--- config.mk ---
export PLATFORM = sky130hd
export DESIGN_NAME = seg7_roll_monitor
export DESIGN_NICKNAME = d
export VERILOG_FILES = /design/src/rtl/seg7_roll_monitor_pkg.sv /design/src/rtl/seg7_roll_monitor_debounce.sv /design/src/rtl/seg7_roll_monitor.sv
export SDC_FILE = /design/constraint.sdc
export NUM_CORES = 1
export LEC_CHECK = 0
export CAP_MARGIN = 20
export CORE_MARGIN = 2
export CORE_UTILIZATION = 33
export CTS_CLUSTER_SIZE = 24
export DETAILED_ROUTE_END_ITERATION = 10
export PLACE_DENSITY = 0.54
export SLEW_MARGIN = 0
export SYNTH_ARGS = -nofsm -noshare
export SYNTH_HDL_FRONTEND = slang
export SYNTH_HIERARCHICAL = 1
export SYNTH_SLANG_ARGS = --single-unit
export TNS_END_PERCENT = 10
--- constraint.sdc ---
create_clock -name wb_clk_i -period 6.13 [get_ports wb_clk_i]
set_input_delay 0.9195 -clock wb_clk_i [delete_from_list [all_inputs] [get_ports wb_clk_i]]
set_output_delay 0.9195 -clock wb_clk_i [all_outputs]
set_load 0.05 [all_outputs]
--- src/rtl/seg7_roll_monitor_pkg.sv ---
// Shared definitions for the dice-display receive side: segment codes, FSM states
// and the pattern decoder used by seg7_roll_monitor.
package seg7_roll_monitor_pkg;

    // Segment order is {g,f,e,d,c,b,a}, 1 = lit.
    localparam logic [6:0] SEG_D0 = 7'b0111111;
    localparam logic [6:0] SEG_D1 = 7'b0000110;
    localparam logic [6:0] SEG_D2 = 7'b1011011;
    localparam logic [6:0] SEG_D3 = 7'b1001111;
    localparam logic [6:0] SEG_D4 = 7'b1100110;
    localparam logic [6:0] SEG_D5 = 7'b1101101;
    localparam logic [6:0] SEG_D6 = 7'b1111100;
    localparam logic [6:0] SEG_D7 = 7'b0000111;

    // Blank segments with DP lit is the "idle" display.
    localparam logic [7:0] BUS_RESET = {7'b0000000, 1'b1};

    typedef enum logic [1:0] {
        ST_IDLE    = 2'd0,
        ST_ROLLING = 2'd1,
        ST_REPORT  = 2'd2
    } state_e;

    typedef struct packed {
        logic       ok;
        logic [2:0] digit;
    } seg_dec_t;

    function automatic seg_dec_t seg_decode(input logic [6:0] seg);
        seg_dec_t r;
        r.ok = 1'b1;
        case (seg)
            SEG_D0:  r.digit = 3'd0;
            SEG_D1:  r.digit = 3'd1;
            SEG_D2:  r.digit = 3'd2;
            SEG_D3:  r.digit = 3'd3;
            SEG_D4:  r.digit = 3'd4;
            SEG_D5:  r.digit = 3'd5;
            SEG_D6:  r.digit = 3'd6;
            SEG_D7:  r.digit = 3'd7;
            default: begin
                r.ok    = 1'b0;
                r.digit = 3'd0;
            end
        endcase
        return r;
    endfunction

endpackage

--- src/rtl/seg7_roll_monitor_debounce.sv ---
// Synchronizer chain followed by a stability counter; the debounced register only
// takes a new value after it has been seen unchanged for STABLE_CYCLES edges.
module seg7_debounce #(
    parameter int            W             = 8,
    parameter int            SYNC_STAGES   = 2,
    parameter int            STABLE_CYCLES = 4,
    parameter logic [W-1:0]  RST_VAL       = '0
) (
    input  logic         clk_i,
    input  logic         rst_i,
    input  logic [W-1:0] din_i,
    output logic [W-1:0] dout_o
);

    localparam int CW = (STABLE_CYCLES > 2) ? $clog2(STABLE_CYCLES) : 1;
    localparam logic [CW-1:0] CNT_LOAD = CW'(STABLE_CYCLES - 2);
    localparam logic [CW-1:0] CNT_MAX  = CW'(STABLE_CYCLES - 1);

    logic [W-1:0]  sync_q [SYNC_STAGES];
    logic [W-1:0]  sync_w;
    logic [W-1:0]  last_q, last_d;
    logic [CW-1:0] cnt_q, cnt_d;
    logic [W-1:0]  db_q, db_d;

    always_ff @(posedge clk_i) begin
        if (rst_i) begin
            for (int i = 0; i < SYNC_STAGES; i++) begin
                sync_q[i] <= RST_VAL;
            end
        end else begin
            sync_q[0] <= din_i;
            for (int i = 1; i < SYNC_STAGES; i++) begin
                sync_q[i] <= sync_q[i-1];
            end
        end
    end

    assign sync_w = sync_q[SYNC_STAGES-1];

    // cnt_q holds (edges seen unchanged - 2); the load edge is the STABLE_CYCLES-th.
    always_comb begin
        last_d = sync_w;
        cnt_d  = cnt_q;
        db_d   = db_q;
        if (sync_w != last_q) begin
            cnt_d = '0;
        end else begin
            if (cnt_q == CNT_LOAD) begin
                db_d = sync_w;
            end
            if (cnt_q != CNT_MAX) begin
                cnt_d = cnt_q + CW'(1);
            end
        end
    end

    always_ff @(posedge clk_i) begin
        if (rst_i) begin
            last_q <= RST_VAL;
            cnt_q  <= '0;
            db_q   <= RST_VAL;
        end else begin
            last_q <= last_d;
            cnt_q  <= cnt_d;
            db_q   <= db_d;
        end
    end

    assign dout_o = db_q;

endmodule

--- src/rtl/seg7_roll_monitor.sv ---
// Receive-side monitor for the dice display: debounces the segment bus, decodes it,
// reports each finished roll and keeps saturating per-face and total counts.
module seg7_roll_monitor
    import seg7_roll_monitor_pkg::*;
#(
    parameter int SYNC_STAGES   = 2,
    parameter int STABLE_CYCLES = 4,
    parameter int CNT_W         = 16
) (
    input  logic             wb_clk_i,
    input  logic             wb_rst_i,
    input  logic [6:0]       seg_in,
    input  logic             dp_in,
    input  logic [2:0]       hist_sel,
    output logic [2:0]       digit_out,
    output logic             digit_ok,
    output logic             rolling,
    output logic             roll_valid,
    output logic [2:0]       roll_value,
    output logic             roll_err,
    output logic [CNT_W-1:0] hist_count,
    output logic [CNT_W-1:0] total_rolls
);

    localparam logic [CNT_W-1:0] CNT_SAT = '1;

    logic [7:0]       bus_db;
    logic [6:0]       seg_db;
    logic             dp_db;
    seg_dec_t         dec;
    state_e           state_q, state_d;
    logic             report_en;
    logic             face_good;
    logic             valid_q, valid_d;
    logic [2:0]       value_q, value_d;
    logic             err_q, err_d;
    logic [CNT_W-1:0] hist_q [1:6];
    logic [CNT_W-1:0] hist_d [1:6];
    logic [CNT_W-1:0] total_q, total_d;

    // DP and segments share one debouncer so the DP rise and final face stay coherent.
    seg7_debounce #(
        .W             (8),
        .SYNC_STAGES   (SYNC_STAGES),
        .STABLE_CYCLES (STABLE_CYCLES),
        .RST_VAL       (BUS_RESET)
    ) u_debounce (
        .clk_i  (wb_clk_i),
        .rst_i  (wb_rst_i),
        .din_i  ({seg_in, dp_in}),
        .dout_o (bus_db)
    );

    assign seg_db    = bus_db[7:1];
    assign dp_db     = bus_db[0];
    assign dec       = seg_decode(seg_db);
    assign digit_out = dec.digit;
    assign digit_ok  = dec.ok;

    always_comb begin
        state_d = state_q;
        case (state_q)
            ST_IDLE:    if (!dp_db) state_d = ST_ROLLING;
            ST_ROLLING: if (dp_db)  state_d = ST_REPORT;
            ST_REPORT:  state_d = ST_IDLE;
            default:    state_d = ST_IDLE;
        endcase
    end

    always_ff @(posedge wb_clk_i) begin
        if (wb_rst_i) begin
            state_q <= ST_IDLE;
        end else begin
            state_q <= state_d;
        end
    end

    assign rolling   = (state_q == ST_ROLLING);
    assign report_en = (state_q == ST_ROLLING) && (state_d == ST_REPORT);
    assign face_good = dec.ok && (dec.digit != 3'd0) && (dec.digit != 3'd7);

    always_comb begin
        valid_d = report_en;
        value_d = value_q;
        err_d   = err_q;
        total_d = total_q;
        hist_d  = hist_q;
        if (report_en) begin
            value_d = dec.digit;
            err_d   = !face_good;
            if (face_good) begin
                if (total_q != CNT_SAT) begin
                    total_d = total_q + CNT_W'(1);
                end
                for (int i = 1; i <= 6; i++) begin
                    if ((dec.digit == 3'(i)) && (hist_q[i] != CNT_SAT)) begin
                        hist_d[i] = hist_q[i] + CNT_W'(1);
                    end
                end
            end
        end
    end

    always_ff @(posedge wb_clk_i) begin
        if (wb_rst_i) begin
            valid_q <= 1'b0;
            value_q <= '0;
            err_q   <= 1'b0;
            total_q <= '0;
            for (int i = 1; i <= 6; i++) begin
                hist_q[i] <= '0;
            end
        end else begin
            valid_q <= valid_d;
            value_q <= value_d;
            err_q   <= err_d;
            total_q <= total_d;
            hist_q  <= hist_d;
        end
    end

    // Faces 0 and 7 have no bin and read as zero.
    always_comb begin
        hist_count = '0;
        for (int i = 1; i <= 6; i++) begin
            if (hist_sel == 3'(i)) begin
                hist_count = hist_q[i];
            end
        end
    end

    assign roll_valid  = valid_q;
    assign roll_value  = value_q;
    assign roll_err    = err_q;
    assign total_rolls = total_q;

endmodule

Word-level counts from Yosys, hierarchy flattened
Memories as Yosys holds them, arrays and structs flattened.
Cells that the tools add are included.
{ "totals": {"inputBits": 13, "ramBits": 16, "mem_count": 1, "out_inout_bits": 42, "word_cells": 97, "regBits": 137} }
{ "mem_list": {"columns": ["memory", "words", "word_bits", "rd", "rd_ports_with_merged_regs", "write_ports", "line", "rtl"], "rows": [
  ["u_debounce.sync_q", 2, 8, 2, 0, 2, "seg7_roll_monitor_debounce.sv:19", "logic [W-1:0] sync_q [SYNC_STAGES];"]
]} }
{ "op_classes": {"n_bitwise": 3, "muxes": 16, "eq_ne": 33, "reduce_logical": 22, "n_addsub": 8} }
{ "ops": {"columns": ["cell", "n"], "rows": [
  ["$add 16x1->16 const B", 7],
  ["$ne 16x16->1 const B", 7],
  ["$mux 16", 6],
  ["$eq 7x7->1 const B", 5],
  ["$pmux 3 s7", 1],
  ["$reduce_and 3->1", 7],
  ["$eq 3x3->1 const B", 6],
  ["$mux 8", 2],
  ["$eq 7x3->1 const B", 2],
  ["$eq 3x2->1 const B", 4],
  ["$logic_and 1x1->1", 9],
  ["$ne 8x8->1", 1],
  ["$reduce_or 8->1", 1],
  ["$eq 7x6->1 const B", 1],
  ["$eq 3x1->1 const B", 2],
  ["$eq 2x2->1 const B", 2],
  ["$mux 1", 4],
  ["$mux 2", 2],
  ["$pmux 2 s2", 1],
  ["$ne 3x3->1 const B", 1],
  ["$reduce_bool 3->1", 1],
  ["$add 2x1->2 const B", 1],
  ["$eq 2x1->1 const B", 1],
  ["$logic_not 2->1", 1],
  ["6 further kinds", 7]
]} }

Longest topological paths before layout
Gate-level depths: netlist of run 1.
{ "depth": {"depth_word": 7, "mapped_depth": 8, "ltp_nobuf": 6} }

Modules after synthesis
Netlist of run 1, hierarchy kept.
{ "by_module_without_submodules": {"columns": ["mod", "n_inst", "cells_per_inst", "area_per_inst_um2"], "rows": [
  ["seg7_roll_monitor", 1, 881, 7194.4],
  ["seg7_debounce", 1, 99, 1143.6]
]} }

Least setup slack after synthesis of run 1
OpenSTA, ideal clock, no wires.
{ "synth_path": {"path_kind": "input-to-output", "startpoint": "input port hist_sel[1]", "endpoint": "output port hist_count[14]", "t_required_ns": 5.210, "t_arrival_ns": 2.953, "path_buffers": 2, "slack_ns": 2.258, "path_stages": 6, "cell_sequence": "clkbuf_1 -> buf_1 -> nand2_1 -> o22ai_1 -> a21oi_1 -> o21ai_0"} }
{ "synth_between": {"elab_chain_cells": 7} }
{ "synth_rtl": {"columns": ["item", "line", "rtl"], "rows": [
  ["start, declared", "seg7_roll_monitor.sv:14", "input logic [2:0] hist_sel,"],
  ["$eq 3x1->1", "seg7_roll_monitor.sv:126", "if (hist_sel == 3'(i)) begin"],
  ["$mux 16 (5 in a row)", "seg7_roll_monitor.sv:126", null],
  ["$mux 16 (*)", "seg7_roll_monitor.sv:126", null],
  ["end, declared", "seg7_roll_monitor.sv:21", "output logic [CNT_W-1:0] hist_count,"]
]} }
Mark *: on every way between the ends. The rest lies on a longest branch, timed or not.

Worst setup path in the final report of run 1
{ "layout_path": {"startpoint": "input port hist_sel[0]", "endpoint": "output port hist_count[10]"} }
Same word-level chain as after synthesis.

==> out/results.tsv, run 1 <==
stage	metric	value	unit
timing	Final Setup Violations	0	
clock_tree	clk sinks	153	
drt	routed length per instance	16.84	um
timing	fmax	210.4	MHz
global_routing	largest net degree at the start of global routing	93	
floorplanning	die outline width	163.0	um
clock_tree	Skew-Pair Late Insertion Delay	0.43	ns
yosys	Avg Synthesized Cell Area	8.508	sq um
run	Max Cap Viol	0	
layout	Antenna Cells	0	
drt	routed wire length	22540	um
place	GPL Wtd Cong	0.8893	
drt	vias per cell	5.566	
drt	# DRC	0	
floorplanning	initial core utilization	33.40	%
worst_setup_path	R2R cell count	5	
worst_setup_path	worst path required time	5.21	ns
global_routing	total track usage	17.48	%
timing	Hold Slack	0.4178	ns
layout	fin nets	1017	
timing	relative slew slack	28.39	%
layout	Layout area overhead	15.56	%
yosys	asr flop ratio synth	0	%
run_status	status	completed	
timing	worst slew pin tran	1.072	ns
min_path	worst min path class	register to register	
yosys	Post-synth EDFFs	0	
layout	share of cells above drive strength 1	8.829	%
timing	Final Hold Viols	0	
yosys	synthesized net count	1002	
global_routing	initial antenna violation count	0	
clock_tree	Gates resized, CTS repair	0	
timing	Tmin final	4.753	ns
yosys	Synth Cell Area	8338	sq um
yosys	Synth Flop Type	dfxtp_1	
clock_tree	Worst-path clk slew	0.06	ns
yosys	#FFs+latches synth	153	
pwr	Final Power	2.137	mW
yosys	Seq/Total Area, Yosys	36.73	%
floorplanning	die height	163.0	um
drt	DRT Pass-1 Iters	5	
worst_setup_path	Worst setup EP type	output port	
place	Place WS	1.378	ns
timing	min setup slack post-route	1.377	ns
clock_tree	CTS tree	done	
yosys	Mapped Cells	980	
drt	initial drt markers	581	
drt	via count	7447	
worst_setup_path	CP Launch Type	primary input	
floorplanning	core area	24960	sq um
clock_tree	root buffer cell	clkbuf_16	
worst_setup_path	CP arrival	3.83	ns
global_routing	grt ovf	0	
clock_tree	CTS Buf Count	17	
pwr	leak pwr	3.177	nW
worst_setup_path	crit-path max FO	35	
timing	Final TNS setup	0	ns
drt	Final ANT Viol Nets	0	
place	post-DP HPWL	15690	um
timing	Max Transition Viols Final	0	
clock_tree	postcts setup bufs	0	
clock_tree	CTS Hold Bufs	0	
timing	Tcrit/Tclk final	77.53	%
timing	unrepaired setup endpoints after global routing	false	
place	port bufs	54	
pwr	pwr dens	221.8	nW/um^2
floorplanning	Top-Level Pins	55	
global_routing	vias in the first global route	6826	
floorplanning	die area	26550	sq um
worst_setup_path	Crit Path Class	primary input to output port	
timing	Layout Skew	0.01497	ns
yosys	Yosys cell types	72	
floorplanning	row cnt	58	
global_routing	global-route wire length before repair	37020	um
clock_tree	CTS Buffer Depth	2	
yosys	warnings from Yosys	6	
pwr	VDD IR-drop max	167.3	uV
clock_tree	H-tree level count	4	
min_path	hold path cells	1	
-- area by class of cell --
type,count,area (sq um)
Sequential cell,153,3063
Tap cell,330,412.9
Clock inverter,14,135.1
Timing Repair Buffer,60,595.6
Inverter,13,48.80
Multi-Input combinational cell,750,4951
Fill cell,2566,15330
Clock buffer,18,429.2
-- flip-flops by register name, summed over array words and instances, names as in the netlist --
signal / cells
hist_q: 96
total_rolls: 16
u_debounce/sync_q: 16
u_debounce/dout_o: 8
u_debounce/last_q: 8
roll_value: 3
state_q: 2
u_debounce/cnt_q: 2
roll_err: 1
roll_valid: 1
-- kinds of logic after synthesis --
group	count (synthesis)	synth area share, %
AND/OR/NAND/NOR	433	30.04
AO/OA/AOI/OAI	215	16.84
flip-flops	153	36.73
buffers and inverters	77	3.887
multiplexers	55	7.158
XOR/XNOR	38	3.991
adder cells (fa/ha/maj)	9	1.351
-- layer usage --
| metal | global-route usage, % | vias up | share of wire (%) |
|---|---|---|---|
| met2 | 26.68 | 164 | 45 |
| met4 | 5.672 | 0 | 1.7 |
| li1 | - | 3734 | - |
| met1 | 24.83 | 3529 | 49 |
| met3 | 3.183 | 20 | 4.4 |
| met5 | 0 | - | 0 |
-- critical path: stages --
cell and delay (ns):
clkdlybuf4s50_1 0.45, buf_4 0.32, nor2b_1 0.90, a21oi_1 0.17, a21oi_1 0.24, clkdlybuf4s50_1 0.83
-- report_power, final --
| group | switching, mW | total [mW] | internal (mW) | leakage, nW |
|---|---|---|---|---|
| combinational | 0.0681 | 0.103 | 0.0353 | 1.66 |
| clock | 0.462 | 1.03 | 0.568 | 0.276 |
| sequential | 0.00298 | 1.00 | 1.00 | 1.24 |
-- cells in the mapped netlist (all sizes together) (2+ instances only) --
cell type	number	area share [%]
a211oi	4	0.51
nor2	78	3.5
a221oi	15	1.6
mux2	37	5.0
and2	7	0.53
o41ai	11	1.2
nand3	55	3.3
mux2i	18	2.2
and3b	3	0.32
a2111oi	2	0.21
or4	41	3.7
nor4	19	1.7
xnor2	22	2.3
xor2	16	1.7
o2111ai	3	0.39
nand4	31	2.5
o31ai	39	3.5
a21o	2	0.18
and4	15	1.6
clkbuf	46	2.1
or4b	2	0.24
o311ai	2	0.21
nand3b	2	0.18
or3	12	0.90
o21a	3	0.27
nor3	21	1.3
and3	21	1.6
o311a	2	0.24
nand2b	3	0.23
nor4b	3	0.50
nor2b	47	3.5
nor3b	3	0.33
o31a	3	0.32
buf	18	1.2
inv	12	0.54
or3b	2	0.21
a21oi	100	6.0
or2	6	0.45
o21ai	19	1.1
nand4b	6	0.63
ha	9	1.4
dfxtp	153	37
nand2	52	2.4
-- placed cells by master (no fill, tap or decap), types with 11 or more instances in the layout --
cell / synthesis / final
dfxtp_1: 153 / 153
a21oi_1: 100 / 100
nor2_1: 77 / 77
nand3_1: 55 / 55
clkdlybuf4s50_1: 0 / 52
nand2_1: 51 / 51
nor2b_1: 47 / 47
or4_1: 41 / 41
o31ai_1: 39 / 39
mux2_2: 29 / 29
nand4_1: 29 / 29
xnor2_1: 22 / 22
and3_1: 21 / 21
nor3_1: 21 / 21
o21ai_0: 19 / 19
mux2i_1: 18 / 18
clkbuf_16: 0 / 18
nor4_1: 17 / 17
xor2_1: 16 / 16
and4_1: 15 / 15
a221oi_1: 15 / 15
inv_1: 12 / 12
or3_1: 12 / 12
o41ai_1: 11 / 11
-- stage by stage --
stage | cell area, sq um | utilization (%) | instances
CTS | 9610 | 38.50 | 1337
finish | 9635 | 38.60 | 1338
detailed placement | 9046 | 36.24 | 1305
floorplan | 8338 | - | 980
global placement | 9046 | 36.24 | 1305
global route | 9635 | 38.60 | 1338
-- final timing paths --
check | startpoint | end | slack [ns]
worst min-delay path | u_debounce/sync_q[0][0]$_SDFF_PP1_ | u_debounce/sync_q[0][8]$_SDFF_PP1_ | 0.42
worst max register to register | u_debounce/dout_o[2]$_SDFFE_PP0P_ | hist_q[91]$_SDFFE_PP0P_ | 2.98
worst min register to register | u_debounce/sync_q[0][0]$_SDFF_PP1_ | u_debounce/sync_q[0][8]$_SDFF_PP1_ | 0.42
worst max-delay path | hist_sel[0] | hist_count[10] | 1.38
No activity file was read; power rests on OpenSTA's default activity.
==> run 2: changes to the inputs <==
- clock period: 6.13 -> 4.63 ns (I/O delays scaled with it)
==> run 2 against run 1 <==
Net effect: register-to-register slack lost 1.1 ns; final area grew 1.6%; clock skew shrank 0.0013 ns; core utilization grew 0.62 points; worst setup slack lost 0.27 ns; critical path type is now register to output port; largest power group is now registers.
==> out/results.tsv, run 2 (synthesized netlist as in run 1, its figures left out) <==
stage	metric	value	unit	change
timing	Final Setup Violations	0		unchanged
pwr	pwr dens	286.5	nW/um^2	+29%
global_routing	global-route wire length before repair	36040	um	-2.6%
pwr	P_sw	656.6	uW	+23%
drt	DRT Pass-1 Iters	5		unchanged
place	GPL Wtd Cong	0.8619		-3.1%
timing	Tcrit/Tclk final	76.06	%	
pwr	Clock power frac	47.0	%	-1.2 points
pwr	Sw Ratio	23.41	%	-1.5 points
pwr	internal power	2.148	mW	+34%
floorplanning	initial core utilization	33.40	%	unchanged
global_routing	initial antenna violation count	0		unchanged
floorplanning	die height	163.0	um	unchanged
clock_tree	CTS tree	done		
floorplanning	row cnt	58		unchanged
drt	initial drt markers	582		+0.17%
clock_tree	Skew-Pair Late Insertion Delay	0.42	ns	about the same
worst_setup_path	worst path required time	3.94	ns	-1.27 ns
worst_setup_path	CP Launch Type	register		
floorplanning	die area	26550	sq um	unchanged
pwr	share of power burned in registers	47.4	%	+0.4 points
clock_tree	CTS Buf Count	17		unchanged
drt	via count	7410		-0.50%
global_routing	total track usage	17.07	%	-0.40 points
pwr	VDD IR-drop max	234.5	uV	+40%
clock_tree	clk sinks	153		unchanged
layout	max FFs per register	96		unchanged
timing	Max Transition Viols Final	0		unchanged
clock_tree	Worst-path clk slew	0.06	ns	about the same
floorplanning	die outline width	163.0	um	unchanged
drt	# DRC	0		unchanged
pwr	leak pwr	3.249	nW	+2.3%
layout	Reg with most FFs	hist_q		
worst_setup_path	Worst setup EP type	output port		
floorplanning	Top-Level Pins	55		unchanged
worst_setup_path	CP arrival	2.83	ns	-1.00 ns
timing	Hold Slack	0.4103	ns	-0.007500 ns
drt	Final ANT Viol Nets	0		unchanged
clock_tree	Gates resized, CTS repair	0		unchanged
layout	most frequent cells in the layout	dfxtp_1 (153), a21oi_1 (100), nor2_1 (77)		
timing	relative slew slack	35.88	%	+7.5 points
worst_setup_path	Crit Path Class	register to output port		
layout	commonest non-fill, non-tap cell in the layout	dfxtp_1		
drt	routed length per instance	16.73	um	-0.69%
layout	share of cells above drive strength 1	10.43	%	+1.6 points
layout	Antenna Cells	0		unchanged
clock_tree	H-tree level count	4		unchanged
global_routing	vias in the first global route	6619		-3.0%
clock_tree	CTS Buffer Depth	2		unchanged
global_routing	grt ovf	0		unchanged
min_path	worst min path class	register to register		
floorplanning	core area	24960	sq um	unchanged
place	port bufs	54		unchanged
worst_setup_path	crit-path max FO	8		-77%
layout	design area	9791	sq um	+1.6%
timing	Layout Skew	0.01362	ns	-0.001347 ns
run_status	status	completed		
run	Max Cap Viol	0		unchanged
timing	worst slew pin tran	0.9619	ns	-0.1100 ns
clock_tree	CTS Hold Bufs	0		unchanged
worst_setup_path	CP max-delay cell	clkdlybuf4s50_1		
worst_setup_path	Crit path largest cell delay	0.89	ns	about the same
timing	Final TNS setup	0	ns	unchanged
place	post-DP HPWL	15700	um	about the same
timing	fmax	284.0	MHz	
global_routing	largest net degree at the start of global routing	110		+18%
worst_setup_path	sequence of cells on the critical path	and2b_1 > o2111ai_2 > o2111a_1 > o31ai_1 > clkdlybuf4s50_1		
timing	Final Hold Viols	0		unchanged
timing	unrepaired setup endpoints after global routing	false		
pwr	Final Power	2.805	mW	+31%
clock_tree	root buffer cell	clkbuf_16		
drt	vias per cell	5.542		-0.42%
layout	fin nets	1019		+0.20%
place	Post-DP Area	9241	sq um	+2.2%
timing	Tmin final	3.522	ns	
layout	Layout area overhead	17.42	%	
drt	routed wire length	22360	um	-0.77%
pwr	combinational share of power	5.6	%	+0.8 points
clock_tree	postcts setup bufs	0		unchanged
[run 2: cell types whose count changed in the layout (fill, tap and decap cells not counted)]
cell	delta
buf_12	+17
buf_4	+2
clkbuf_1	-1
clkbuf_16	-1
clkbuf_8	+2
clkdlybuf4s50_1	-16
clkinv_4	-3
clkinvlp_4	+3
inv_6	-4
[run 2: metal layers]
metal	GRT usage, %	vias to the layer above	part of all wire [%]
li1	-	3726	-
met3	3.056	15	4.7
met2	26.37	185	45
met4	4.465	0	1.2
met1	24.45	3484	49
met5	0	-	0
[run 2: path summary, 6_finish.rpt]
path	from	end	slack, ns	depth (start not counted)
setup reg to reg	u_debounce/dout_o[7]$_SDFFE_PP0P_	hist_q[56]$_SDFFE_PP0P_	1.90	5
setup / recovery	u_debounce/dout_o[3]$_SDFFE_PP0P_	digit_ok	1.11	5
hold reg to reg	u_debounce/sync_q[0][0]$_SDFF_PP1_	u_debounce/sync_q[0][8]$_SDFF_PP1_	0.41	1
hold / removal	u_debounce/sync_q[0][0]$_SDFF_PP1_	u_debounce/sync_q[0][8]$_SDFF_PP1_	0.41	1
[run 2: final cells by class]
class | instances | area, sq um
Clock buffer | 19 | 452.9
Clock inverter | 10 | 96.34
Fill cell | 2544 | 15170
Inverter | 13 | 48.80
Multi-Input combinational cell | 750 | 4951
Sequential cell | 153 | 3063
Tap cell | 330 | 412.9
Timing Repair Buffer | 62 | 765.7
[run 2: critical path, delay by kind of cell (launching register included)]
kind | cells | cell delay [ns]
AO/OA/AOI/OAI | 3 | 0.75
buffers and inverters | 1 | 0.89
flip-flops | 1 | 0.46
AND/OR/NAND/NOR | 1 | 0.30
[run 2: power by group through the flow]
stage	clock network [mW]	registers (mW)	logic, mW
finish	1.32	1.33	0.156
global route	1.41	1.33	0.168
CTS	1.36	1.33	0.157
detailed placement	0	1.36	0.157
global placement	0	1.36	0.156
floorplan	0	1.36	0.0949
[run 2: stage by stage]
| stage | cells | worst slack, ns | utilization [%] |
|---|---|---|---|
| after floorplan | 980 | 1.208 | - |
| after global placement | 1308 | 1.190 | 37.02 |
| after detailed placement | 1308 | 1.137 | 37.02 |
| after CTS | 1337 | 1.080 | 39.22 |
| after global routing | 1337 | 0.9517 | 39.22 |
| final | 1337 | 1.108 | 39.22 |
==> run 3: changes to the inputs <==
- PLACE_DENSITY: 0.54 -> 0.55
- clock period: 4.63 -> 3 ns (I/O delays scaled with it)
==> run 3 against run 2 <==
Net effect: register-to-register slack lost 1.5 ns; sequential cell count unchanged; final area grew 1.1%; critical path depth increased by 1; sequential power up 54%; non-clock buffer count increased by 9; via count grew 2.2%; sequential share of layout area is 0.33 points lower; first-iteration DRC count increased by 4.8%; wire length grew 0.31%; final cell count increased by 0.90%; critical path type unchanged; largest power group is now clock.
==> out/results.tsv, run 3 (synthesized netlist as in run 1, its figures left out) <==
stage	metric	value	unit	change
run_status	status	completed		
timing	Final Setup Violations	0		unchanged
drt	# DRC	0		unchanged
floorplanning	die outline width	163.0	um	unchanged
global_routing	grt ovf	0		unchanged
global_routing	initial antenna violation count	0		unchanged
pwr	leak pwr	3.329	nW	+2.5%
drt	Final ANT Viol Nets	0		unchanged
worst_setup_path	CP Launch Type	register		
timing	worst slew pin tran	0.9199	ns	-0.04193 ns
floorplanning	die area	26550	sq um	unchanged
layout	share of cells above drive strength 1	11.68	%	+1.3 points
global_routing	total track usage	17.24	%	+0.16 points
place	Place WS	0.3952	ns	-0.7421 ns
drt	routed length per instance	16.63	um	-0.58%
clock_tree	CTS tree	done		
clock_tree	Skew-Pair Late Insertion Delay	0.44	ns	+0.02 ns
worst_setup_path	crit-path max FO	30		+22
place	GPL Wtd Cong	0.8148		-5.5%
timing	Final Hold Viols	0		unchanged
clock_tree	Worst-path clk slew	0.07	ns	about the same
run	Max Cap Viol	0		unchanged
clock_tree	clk sinks	153		unchanged
min_path	worst min path class	register to register		
place	port bufs	54		unchanged
timing	Tmin final	2.848	ns	
floorplanning	Top-Level Pins	55		unchanged
pwr	pwr dens	442.1	nW/um^2	+54%
drt	DRT Pass-1 Iters	5		unchanged
worst_setup_path	CP arrival	2.40	ns	-0.43 ns
global_routing	global-route wire length before repair	36550	um	+1.4%
floorplanning	row cnt	58		unchanged
floorplanning	die height	163.0	um	unchanged
clock_tree	CTS Buf Count	17		unchanged
clock_tree	root buffer cell	clkbuf_16		
timing	Tcrit/Tclk final	94.94	%	
timing	Final TNS setup	0	ns	unchanged
global_routing	vias in the first global route	6835		+3.3%
clock_tree	CTS Hold Bufs	0		unchanged
timing	Layout Skew	0.01509	ns	+0.001467 ns
floorplanning	core area	24960	sq um	unchanged
floorplanning	initial core utilization	33.40	%	unchanged
layout	Reg with most FFs	hist_q		
global_routing	largest net degree at the start of global routing	163		+48%
timing	unrepaired setup endpoints after global routing	false		
drt	initial drt markers	610		+4.8%
clock_tree	CTS Buffer Depth	2		unchanged
clock_tree	postcts setup bufs	0		unchanged
place	post-DP HPWL	15410	um	-1.8%
timing	min setup slack post-route	0.1519	ns	-0.9566 ns
clock_tree	H-tree level count	4		unchanged
drt	via count	7570		+2.2%
drt	vias per cell	5.612		+1.3%
timing	fmax	351.1	MHz	
pwr	VDD IR-drop max	393.3	uV	+68%
layout	Layout area overhead	18.68	%	
worst_setup_path	Worst setup EP type	output port		
worst_setup_path	Crit Path Class	register to output port		
layout	max FFs per register	96		unchanged
timing	Max Transition Viols Final	0		unchanged
timing	relative slew slack	38.67	%	+2.8 points
layout	commonest non-fill, non-tap cell in the layout	dfxtp_1		
drt	routed wire length	22430	um	+0.31%
layout	most frequent cells in the layout	dfxtp_1 (153), a21oi_1 (100), nor2_1 (77)		
layout	Antenna Cells	0		unchanged
worst_setup_path	worst path required time	2.55	ns	-1.39 ns
layout	fin nets	1028		+0.88%
clock_tree	Gates resized, CTS repair	3		+3
[run 3: changes by cell type in the layout (fill, tap and decap cells not counted), sizes merged, moves of 2 or more]
cell	change
buf	+11
clkdlybuf4s50	-4
dlygate4sd2	+2
inv	+7
clkinvlp	-3
[run 3: path summary, 6_finish.rpt]
| kind | from | end | slack (ns) | cells after the start |
|---|---|---|---|---|
| min reg2reg | u_debounce/sync_q[0][0]$_SDFF_PP1_ | u_debounce/sync_q[0][8]$_SDFF_PP1_ | 0.41 | 1 |
| max | u_debounce/dout_o[4]$_SDFFE_PP0P_ | digit_ok | 0.15 | 6 |
| min | u_debounce/sync_q[0][0]$_SDFF_PP1_ | u_debounce/sync_q[0][8]$_SDFF_PP1_ | 0.41 | 1 |
| max reg2reg | state_q[1]$_SDFF_PP0_ | hist_q[87]$_SDFFE_PP0P_ | 0.44 | 5 |
[run 3: cell type report]
cell class / instances / area (sq um)
Sequential cell: 153 / 3063
Clock buffer: 18 / 429.2
Multi-Input combinational cell: 750 / 4964
Inverter: 13 / 48.80
Timing Repair Buffer: 71 / 850.8
Fill cell: 2539 / 15070
Clock inverter: 14 / 127.6
Tap cell: 330 / 412.9
[run 3: stage by stage]
step                hold WS (ns)  power (mW)  cell area (sq um)  instances  utilization, %
floorplan                 0.3895       2.242               8338        980               -
global placement          0.3955       2.342               9329       1317           37.37
detailed placement        0.3975       2.344               9329       1317           37.37
CTS                       0.4146       4.437               9884       1349           39.60
global route              0.4422       4.538               9896       1349           39.64
finish                    0.4119       4.375               9896       1349           39.64
[run 3: metal layers]
layer  up-vias  routed length, um  GRT usage (%)
li1       3746                  -              -
met4         0                318          4.948
met1      3625              10780          23.88
met3        24               1080          3.896
met5         -                  0              0
met2       175              10250          26.81
[run 3: power breakdown]
part,internal [mW],switching (mW),leakage [nW],total (mW)
Sequential,2.04,0.00606,1.24,2.05
Clock,1.10,0.984,0.274,2.08
Combinational,0.0984,0.147,1.82,0.245
[run 3: critical path, cell delays in order (launching register included)]
cell	delay, ns
dfxtp_1	0.56
nor3b_2	0.12
o2111ai_4	0.35
o2111a_1	0.24
buf_4	0.28
o31ai_1	0.17
buf_4	0.22
